$ cat src/rtl/chacha_avmm_pkg.sv
// rtl/chacha_avmm_pkg.sv - shared state encoding and bus constants for the ChaCha20 Avalon-MM host and agents
package chacha_avmm_pkg;

  localparam int DATA_W      = 32;
  localparam int AVMM_ADDR_W = 2;
  localparam int AVMM_LEN_W  = 5;

  typedef enum logic [2:0] {
    ST_IDLE     = 3'd0,
    ST_RD_ISSUE = 3'd1,
    ST_RD_WAIT  = 3'd2,
    ST_WR_ISSUE = 3'd3,
    ST_WR_BUS   = 3'd4,
    ST_DONE     = 3'd5
  } avmm_state_e;

endpackage

$ cat src/rtl/avmm_block_master.sv
// rtl/avmm_block_master.sv - Avalon-MM host moving a block of words to/from a word-addressed agent
// Optional AVMM_WAITREQUEST_EN adds a waitrequest input that stretches read/write strobes.
module avmm_block_master
  import chacha_avmm_pkg::*;
#(
  parameter int ADDR_W       = AVMM_ADDR_W,
  parameter int LEN_W        = AVMM_LEN_W,
  parameter int READ_LATENCY = 1
) (
  input  logic              clk,
  input  logic              reset,
  input  logic              cmd_valid,
  output logic              cmd_ready,
  input  logic              cmd_write,
  input  logic [ADDR_W-1:0] cmd_base,
  input  logic [LEN_W-1:0]  cmd_len,
  input  logic [DATA_W-1:0] wr_data,
  input  logic              wr_valid,
  output logic              wr_ready,
  output logic [DATA_W-1:0] rd_data,
  output logic              rd_valid,
  output logic              busy,
  output logic              done,
  output logic [ADDR_W-1:0] address,
  output logic              chipselect,
  output logic              read,
  output logic              write,
  output logic [DATA_W-1:0] writedata,
`ifdef AVMM_WAITREQUEST_EN
  input  logic              waitrequest,
`endif
  input  logic [DATA_W-1:0] readdata
);

  localparam int CNT_W = $clog2(READ_LATENCY + 1);

  avmm_state_e       r_state, w_state_next;
  logic [ADDR_W-1:0] r_addr_q, w_addr_next;
  logic [LEN_W-1:0]  r_rem_q, w_rem_next;
  logic [CNT_W-1:0]  r_lat_cnt;
  logic              w_sample;
  logic              w_wait;
  logic              r_read, r_write, r_cs;
  logic [ADDR_W-1:0] r_address;
  logic [DATA_W-1:0] r_writedata;
  logic [DATA_W-1:0] r_rd_data;
  logic              r_rd_valid;

`ifdef AVMM_WAITREQUEST_EN
  assign w_wait = waitrequest;
`else
  assign w_wait = 1'b0;
`endif

  always_comb begin
    w_state_next = r_state;
    w_addr_next  = r_addr_q;
    w_rem_next   = r_rem_q;
    w_sample     = 1'b0;
    case (r_state)
      ST_IDLE: begin
        if (cmd_valid) begin
          w_addr_next = cmd_base;
          w_rem_next  = cmd_len;
          if (cmd_len == '0)   w_state_next = ST_DONE;
          else if (cmd_write)  w_state_next = ST_WR_ISSUE;
          else                 w_state_next = ST_RD_ISSUE;
        end
      end
      ST_RD_ISSUE: begin
        if (!w_wait) w_state_next = ST_RD_WAIT;
      end
      ST_RD_WAIT: begin
        if (r_lat_cnt == CNT_W'(1)) begin
          w_sample     = 1'b1;
          w_addr_next  = r_addr_q + 1'b1;
          w_rem_next   = r_rem_q - 1'b1;
          w_state_next = (r_rem_q == LEN_W'(1)) ? ST_DONE : ST_RD_ISSUE;
        end
      end
      ST_WR_ISSUE: begin
        if (wr_valid) w_state_next = ST_WR_BUS;
      end
      ST_WR_BUS: begin
        if (!w_wait) begin
          w_addr_next  = r_addr_q + 1'b1;
          w_rem_next   = r_rem_q - 1'b1;
          w_state_next = (r_rem_q == LEN_W'(1)) ? ST_DONE : ST_WR_ISSUE;
        end
      end
      ST_DONE:  w_state_next = ST_IDLE;
      default:  w_state_next = ST_IDLE;
    endcase
  end

  // Bus strobes are decoded from the next state so they line up exactly with RD_ISSUE/WR_BUS.
  always_ff @(posedge clk or posedge reset) begin
    if (reset) begin
      r_state     <= ST_IDLE;
      r_addr_q    <= '0;
      r_rem_q     <= '0;
      r_lat_cnt   <= '0;
      r_read      <= 1'b0;
      r_write     <= 1'b0;
      r_cs        <= 1'b0;
      r_address   <= '0;
      r_writedata <= '0;
      r_rd_data   <= '0;
      r_rd_valid  <= 1'b0;
    end else begin
      r_state  <= w_state_next;
      r_addr_q <= w_addr_next;
      r_rem_q  <= w_rem_next;
      if (r_state == ST_RD_ISSUE)
        r_lat_cnt <= CNT_W'(READ_LATENCY);
      else if (r_state == ST_RD_WAIT)
        r_lat_cnt <= r_lat_cnt - 1'b1;
      r_read    <= (w_state_next == ST_RD_ISSUE);
      r_write   <= (w_state_next == ST_WR_BUS);
      r_cs      <= (w_state_next == ST_RD_ISSUE) || (w_state_next == ST_WR_BUS);
      r_address <= ((w_state_next == ST_RD_ISSUE) || (w_state_next == ST_WR_BUS)) ? w_addr_next : '0;
      if (r_state == ST_WR_ISSUE && wr_valid)
        r_writedata <= wr_data;
      r_rd_valid <= w_sample;
      if (w_sample)
        r_rd_data <= readdata;
    end
  end

  assign cmd_ready  = (r_state == ST_IDLE);
  assign wr_ready   = (r_state == ST_WR_ISSUE);
  assign busy       = (r_state != ST_IDLE) && (r_state != ST_DONE);
  assign done       = (r_state == ST_DONE);
  assign address    = r_address;
  assign chipselect = r_cs;
  assign read       = r_read;
  assign write      = r_write;
  assign writedata  = r_writedata;
  assign rd_data    = r_rd_data;
  assign rd_valid   = r_rd_valid;

endmodule
$ cat config.mk
export PLATFORM = sky130hd
export DESIGN_NAME = avmm_block_master
export DESIGN_NICKNAME = d
export VERILOG_FILES = /design/src/rtl/chacha_avmm_pkg.sv /design/src/rtl/avmm_block_master.sv
export SDC_FILE = /design/constraint.sdc
export NUM_CORES = 1
export LEC_CHECK = 0
export ABC_AREA = 1
export CAP_MARGIN = 5
export CORE_MARGIN = 5
export CORE_UTILIZATION = 45
export CTS_CLUSTER_SIZE = 40
export DETAILED_ROUTE_END_ITERATION = 7
export PLACE_DENSITY = 0.9
export SLEW_MARGIN = 10
export SYNTH_ARGS = -nofsm -noshare
export SYNTH_HDL_FRONTEND = slang
export SYNTH_SLANG_ARGS = --single-unit
$ cat constraint.sdc
create_clock -name clk -period 6.5 [get_ports clk]
set_clock_uncertainty 0.1 [all_clocks]
set_input_delay 0.65 -clock clk [delete_from_list [all_inputs] [get_ports clk]]
set_output_delay 0.65 -clock clk [all_outputs]
set_load 0.02 [all_outputs]
==> results of run 1 <==
-- per-layer routing --
layer  vias up  track usage, %
met5         -               0
met4         0           7.883
met3        18           5.540
met2       107           36.20
met1      1431           21.41
li1       1504               -
-- kinds of logic after synthesis --
logic type | count (synthesis) | synth area share (%)
buf+inv | 40 | 4.658
fa+ha+maj | 2 | 0.7393
compound gates | 16 | 2.514
flops | 81 | 59.89
xor+xnor | 4 | 1.035
simple gates | 259 | 31.16
-- power by group --
part	internal, W	switching (W)
combinational	0.000593	0.000773
sequential	0.000738	0.000145
clock	0.000220	0.000189
-- path summary, 6_finish.rpt --
| check | startpoint | endpoint | slack (ns) | depth (start not counted) |
|---|---|---|---|---|
| setup / recovery | r_state[2] | done | 3.90 | 3 |
| setup reg to reg | r_state[2] | rd_data[31] | 4.02 | 5 |
| hold reg to reg | writedata[14] | writedata[14] | 0.38 | 2 |
| max in group asynchronous | reset | writedata[17] | 4.78 | 3 |
| min in group asynchronous | reset | writedata[9] | 0.44 | 2 |
| hold / removal | writedata[14] | writedata[14] | 0.38 | 2 |
-- state kept, by name (all words and copies together) (netlist names) --
name,count
rd_data,32
writedata,32
r_rem_q,5
r_state,3
address,2
r_addr_q,2
chipselect,1
r_lat_cnt,1
rd_valid,1
read,1
write,1
-- metrics by stage --
step | cell area [sq um] | util (%) | setup slack [ns]
final | 5184 | 71.09 | 3.900
after floorplan | 3385 | - | 3.670
after global routing | 5184 | 71.09 | 3.743
after detailed placement | 4956 | 67.97 | 4.001
after global placement | 4956 | 67.97 | 4.033
after CTS | 5184 | 71.09 | 3.893
-- tightest hold or removal path: cells and delay by family (launching register included) --
family	cells	cell delay (ns)
flops	1	0.35
simple gates	2	0.10
-- cell type report --
type | count | area (sq um)
Sequential cell | 81 | 2027
Clock buffer | 9 | 123.9
Fill cell | 558 | 2108
Clock inverter | 7 | 103.9
Multi-Input combinational cell | 281 | 1200
Tap cell | 99 | 123.9
Inverter | 28 | 106.4
Timing Repair Buffer | 150 | 1499
-- cells in the final DEF (no fill, tap or decap), drive strengths merged, types with 2 or more instances in the layout --
cell / Yosys / final
xnor2: 4 / 4
inv: 28 / 28
nand3: 12 / 12
clkdlybuf4s50: 0 / 149
clkinv: 0 / 3
o21ai: 11 / 11
ha: 2 / 2
a21oi: 3 / 3
nand2: 222 / 222
clkbuf: 6 / 9
nor2: 22 / 22
dfrtp: 81 / 81
bufinv: 0 / 2
clkinvlp: 0 / 2
==> metrics.md, run 1 <==
| Metric | Value |
|---|---|
| Layout cell share with drive strength beyond 1 | `6.655%` |
| Class of the tightest hold or removal check | `register to register` |
| Count of antenna diodes in the layout | `0` |
| Most used flip-flop cell after synthesis | `sky130_fd_sc_hd__dfrtp_1` |
| Width of the chip | `96.73 microns` |
| Number of gates given a new drive strength after cts | `0` |
| Number of buffers and inverters on the critical path | `2` |
| Pwr/cell area | `512.8 nW/um^2` |
| Core Footprint | `7292 sq um` |
| Wire length on met1 | `3.529 mm` |
| Cell type group with the largest total delay on the critical path | `buffers and inverters` |
| Arrival time reported for the critical path endpoint | `1.85 ns` |
| Post-layout nets | `629` |
| Upper clock frequency limit | `0.3846 GHz` |
| Die H | `96.73 microns` |
| List of most frequent post-synthesis cells | `sky130_fd_sc_hd__nand2_1, sky130_fd_sc_hd__dfrtp_1, sky130_fd_sc_hd__inv_1` |
| Part of the Yosys area used for sequential elements | `59.89%` |
| Detailed placement HPWL | `6.983 mm` |
| TritonCTS clock tree | `done` |
| WL final | `9.154 mm` |
| Clock tree buffer depth | `2` |
| Slowest cell delay on critical path | `0.66 ns` |
| Leakage power figure | `2.580 nW` |
| Cells taking the most area after synthesis | `sky130_fd_sc_hd__dfrtp_1, sky130_fd_sc_hd__nand2_1, sky130_fd_sc_hd__inv_1` |
| Num CTS Buffers | `9` |
| Number of I/O port buffers | `149` |
| Antenna-violating nets left | `0` |
| Antenna violations before repair | `0` |
| Global-route wire length before repair | `15.28 mm` |
| Placed instance count | `639` |
| Area share of the leading cell type in the synthesized netlist | `59.89%` |
| Tot GR Track Use | `19.78%` |
| Depth of the CTS H-tree | `3` |
| Layout overhead on the synthesized area | `53.16%` |
| Total setup buffers inserted after CTS | `0` |
| Top Layer Used | `met4` |
| Standard cell with the maximum stage delay on the critical path | `sky130_fd_sc_hd__clkdlybuf4s50_1` |
| Clk Tree Root Cell | `sky130_fd_sc_hd__clkbuf_8` |
| Total number of vias | `3,060` |
| Clock input transition at the sequential cells of the worst setup and hold paths | `0.08 ns` |
| Critical path required time | `5.75 ns` |
| Mean instance size in the synthesized netlist | `8.419 sq um` |
| Total met2 wirelength after detailed routing | `4.928 mm` |
| Post-Syn Instances | `402` |
| Number of placement rows | `31` |
| Leading cell type by number of instances after synthesis | `sky130_fd_sc_hd__nand2_1` |
| Type of element capturing the critical path | `output port` |
| Total congestion overflow after global routing | `0` |
| Number of max-cap violations | `0` |
| Post-Synthesis Cell Area | `3384 sq um` |
| Cell taking the most area after synthesis | `sky130_fd_sc_hd__dfrtp_1` |
| Number of hold violations in the final report | `0` |
| Final hold slack | `0.3842 ns` |
| Non-Filler Instances | `655` |
| Tcrit/Tclk final | `40.01%` |
| Worst relative slew slack | `39.88%` |
| Unrepaired setup endpoints after global routing | `no` |
| Count of unresolved DRC violations after routing | `0` |
| Largest net degree at the start of global routing | `69` |
| IR Drop Worst-Case VDD | `251.5 uV` |
| Detailed Routing Iterations Pass 1 | `4` |
| Insertion delay of the later-clocked pin in the worst-skew pair | `0.34 ns` |
| Count of hold buffers inserted by post-cts repair | `0` |
| Weighted congestion at the end of routability-driven global placement | `0.8681` |
| Clk sink count | `81` |
| Distinct cells, synth | `23` |
| Max-slew violation count | `0` |
| Outcome | `finished, final reports clean` |
| Worst-margin pin slew | `0.9008 ns` |
| Final number of setup-violating endpoints | `0` |
| Net Count, Synth | `480` |
| Number of warnings reported in the yosys synthesis log | `0` |
| Starting Density | `46.41%` |
| Number of global-route vias before repair | `3,247` |
| DRT iter0 DRCs | `142` |
| Total negative setup slack | `0 ns` |
| Cell breakdown of the critical path | `inv_1, nor3_1, clkdlybuf4s50_1` |
| Number of storage elements in the synthesis netlist | `81` |
| Period minus WS final | `2.600 ns` |
| Detail-routed net length per standard cell | `13.98 microns` |
| Total Power | `0.002658 W` |
| Sort of element at the start of the critical path | `register` |
| Die footprint | `9356 sq um` |
| Largest fanout on the critical path | `4` |
| Count of pins on the block boundary | `150` |
| Routed via count divided by cell count | `4.672` |
| Critical path start-end classification | `register to output port` |
| EDFF count, synth | `0` |
| FFs w/ async S/R, synth | `100.0%` |
| Detailed-routed wire length on met3 | `477 microns` |
(Power assumes the default switching activity.)
==> run 2, diff against run 1 <==
- CORE_UTILIZATION: 45 -> 42
- PLACE_DENSITY: 0.9 -> 0.85
- clock period: 6.5 -> 2.7 ns (I/O delays scaled with it)
==> metrics.md, run 2 (same netlist as run 1, synthesis figures left out) <==
| Metric | Value |
|---|---|
| Class of the tightest hold or removal check | `input pin to asynchronous set/reset pin` |
| Clk sink count | `81 (unchanged)` |
| Critical path start-end classification | `register to output port` |
| Clk Tree Root Cell | `sky130_fd_sc_hd__clkbuf_8` |
| Final hold slack | `0.2704 ns (-0.1138 ns)` |
| Total number of vias | `3,027 (-1.1%)` |
| Global-route wire length before repair | `14.92 mm (-2.3%)` |
| Leakage power figure | `2.587 nW (+0.31%)` |
| Outcome | `finished, final reports clean` |
| Width of the chip | `99.77 microns (+3.1%)` |
| Number of placement rows | `32 (+3.2%)` |
| Highest-count cells in the layout ignoring fill and taps | `sky130_fd_sc_hd__nand2_1, sky130_fd_sc_hd__clkdlybuf4s50_1, sky130_fd_sc_hd__dfrtp_1, sky130_fd_sc_hd__inv_1, sky130_fd_sc_hd__nor2_1` |
| Layout cell share with drive strength beyond 1 | `6.798% (+0.14 points)` |
| Sort of element at the start of the critical path | `register` |
| Critical path required time | `2.33 ns (-3.42 ns)` |
| Layout overhead on the synthesized area | `53.38%` |
| Max-slew violation count | `0 (unchanged)` |
| Setup crit start | `r_state[2]` |
| Count of hold buffers inserted by post-cts repair | `0 (unchanged)` |
| IR Drop Worst-Case VDD | `544.4 uV (+120%)` |
| Number of max-cap violations | `0 (unchanged)` |
| Type of element capturing the critical path | `output port` |
| Total setup buffers inserted after CTS | `0 (unchanged)` |
| Detail-routed net length per standard cell | `13.73 microns (-1.8%)` |
| Total congestion overflow after global routing | `0 (unchanged)` |
| Die H | `99.77 microns (+3.1%)` |
| Unrepaired setup endpoints after global routing | `no` |
| Final-layout fill cell count | `662 (+19%)` |
| Critical R2R Launch | `r_state[2]` |
| Detailed Routing Iterations Pass 1 | `4 (unchanged)` |
| Arrival time reported for the critical path endpoint | `1.89 ns (+0.04 ns)` |
| Reg-to-reg slack, setup | `0.88 ns (-3.14 ns)` |
| Antenna-violating nets left | `0 (unchanged)` |
| TritonCTS clock tree | `done` |
| Seq. cell area | `2027 sq um (unchanged)` |
| Detailed placement HPWL | `6.886 mm (-1.4%)` |
| Upper clock frequency limit | `0.4419 GHz` |
| Most frequent standard cell in the layout excluding fill and tap cells | `sky130_fd_sc_hd__nand2_1` |
| Clock tree buffer depth | `2 (unchanged)` |
| Number of hold violations in the final report | `0 (unchanged)` |
| Count of pins on the block boundary | `150 (unchanged)` |
| Starting Density | `43.35% (-3.1 points)` |
| Period minus WS final | `2.263 ns` |
| WL final | `9.075 mm (-0.86%)` |
| DRT iter0 DRCs | `113 (-20%)` |
| Depth of the CTS H-tree | `3 (unchanged)` |
| Core Footprint | `7807 sq um (+7.1%)` |
| Placed instance count | `645 (+0.94%)` |
| Combined area of the multi-input logic cells | `1200 sq um (unchanged)` |
| Count of unresolved DRC violations after routing | `0 (unchanged)` |
| Largest net degree at the start of global routing | `45 (-35%)` |
| Endpoint of the worst-slack reg-to-reg timing path | `address[1]` |
| Die footprint | `9954 sq um (+6.4%)` |
| Number of global-route vias before repair | `3,148 (-3.0%)` |
| Setup slack at placement | `0.7965 ns (-3.204 ns)` |
| Worst relative slew slack | `48.99% (+9.1 points)` |
| Post-layout nets | `632 (+0.48%)` |
| Non-Filler Instances | `661 (+0.92%)` |
| Num CTS Buffers | `9 (unchanged)` |
| Weighted congestion at the end of routability-driven global placement | `0.8015 (-7.7%)` |
| Antenna violations before repair | `0 (unchanged)` |
| Routed via count divided by cell count | `4.579 (-2.0%)` |
| Worst-margin pin slew | `0.7642 ns (-0.1366 ns)` |
| Pwr/cell area | `1212 nW/um^2 (+140%)` |
| Tot GR Track Use | `18.72% (-1.1 points)` |
| Count of antenna diodes in the layout | `0 (unchanged)` |
| Tcrit/Tclk final | `83.82%` |
| Clock input transition at the sequential cells of the worst setup and hold paths | `0.08 ns (about the same)` |
| Final setup margin | `0.4368 ns (-3.463 ns)` |
| R2R cell count | `11 (+6)` |
| Total negative setup slack | `0 ns (unchanged)` |
| Final number of setup-violating endpoints | `0 (unchanged)` |
| Number of I/O port buffers | `149 (unchanged)` |
| Largest fanout on the critical path | `4 (unchanged)` |
| Number of gates given a new drive strength after cts | `0 (unchanged)` |
| Insertion delay of the later-clocked pin in the worst-skew pair | `0.33 ns (about the same)` |
run 2: cell count changes in the layout (fill, tap and decap cells not counted), sizes merged:
cell      before  now
buf            1    4
clkinv         3    2
bufinv         2    1
clkbuf         9   12
clkinvlp       2    1
run 2: worst max-delay path, cell delays in order, from the launching register on:
cell                              delay, ns
sky130_fd_sc_hd__dfrtp_1               0.49
sky130_fd_sc_hd__inv_1                 0.13
sky130_fd_sc_hd__nor3_1                0.29
sky130_fd_sc_hd__clkdlybuf4s50_1       0.67
run 2: cell type report:
| cell class | count | area share [%] |
|---|---|---|
| Sequential cell | 81 | 39.05 |
| Clock buffer | 12 | 2.796 |
| Inverter | 28 | 2.049 |
| Multi-Input combinational cell | 281 | 23.11 |
| Tap cell | 102 | 2.458 |
| Timing Repair Buffer | 153 | 29.55 |
| Clock inverter | 4 | 0.9882 |
run 2: how the worst max path moves through the flow:
stage	depth (start not counted)	to
2_1_floorplan	1	address[0]
6_report	3	done
3_5_place_dp	9	address[1]
5_1_grt	3	done
3_3_place_gp	4	cmd_ready
4_1_cts	3	done
run 2: per-stage QoR:
stage	utilization (%)	area (sq um)	power [W]
detailed placement	63.97	4995	0.005459
global placement	63.97	4995	0.005354
floorplan	-	3385	0.003967
CTS	66.49	5191	0.006368
finish	66.49	5191	0.006293
global route	66.49	5191	0.006744
run 2: per-layer routing:
metal	part of all wire, %	global-route usage, %	up-vias
met5	0	0	-
met4	0.72	6.408	0
met3	5.7	4.448	6
met2	53	33.15	80
met1	41	22.25	1423
li1	-	-	1518
run 2: where the power goes:
group	internal (W)	switching [W]
Sequential	0.00178	0.000347
Combinational	0.00144	0.00184
Clock	0.000456	0.000423
Total	0.00368	0.00261
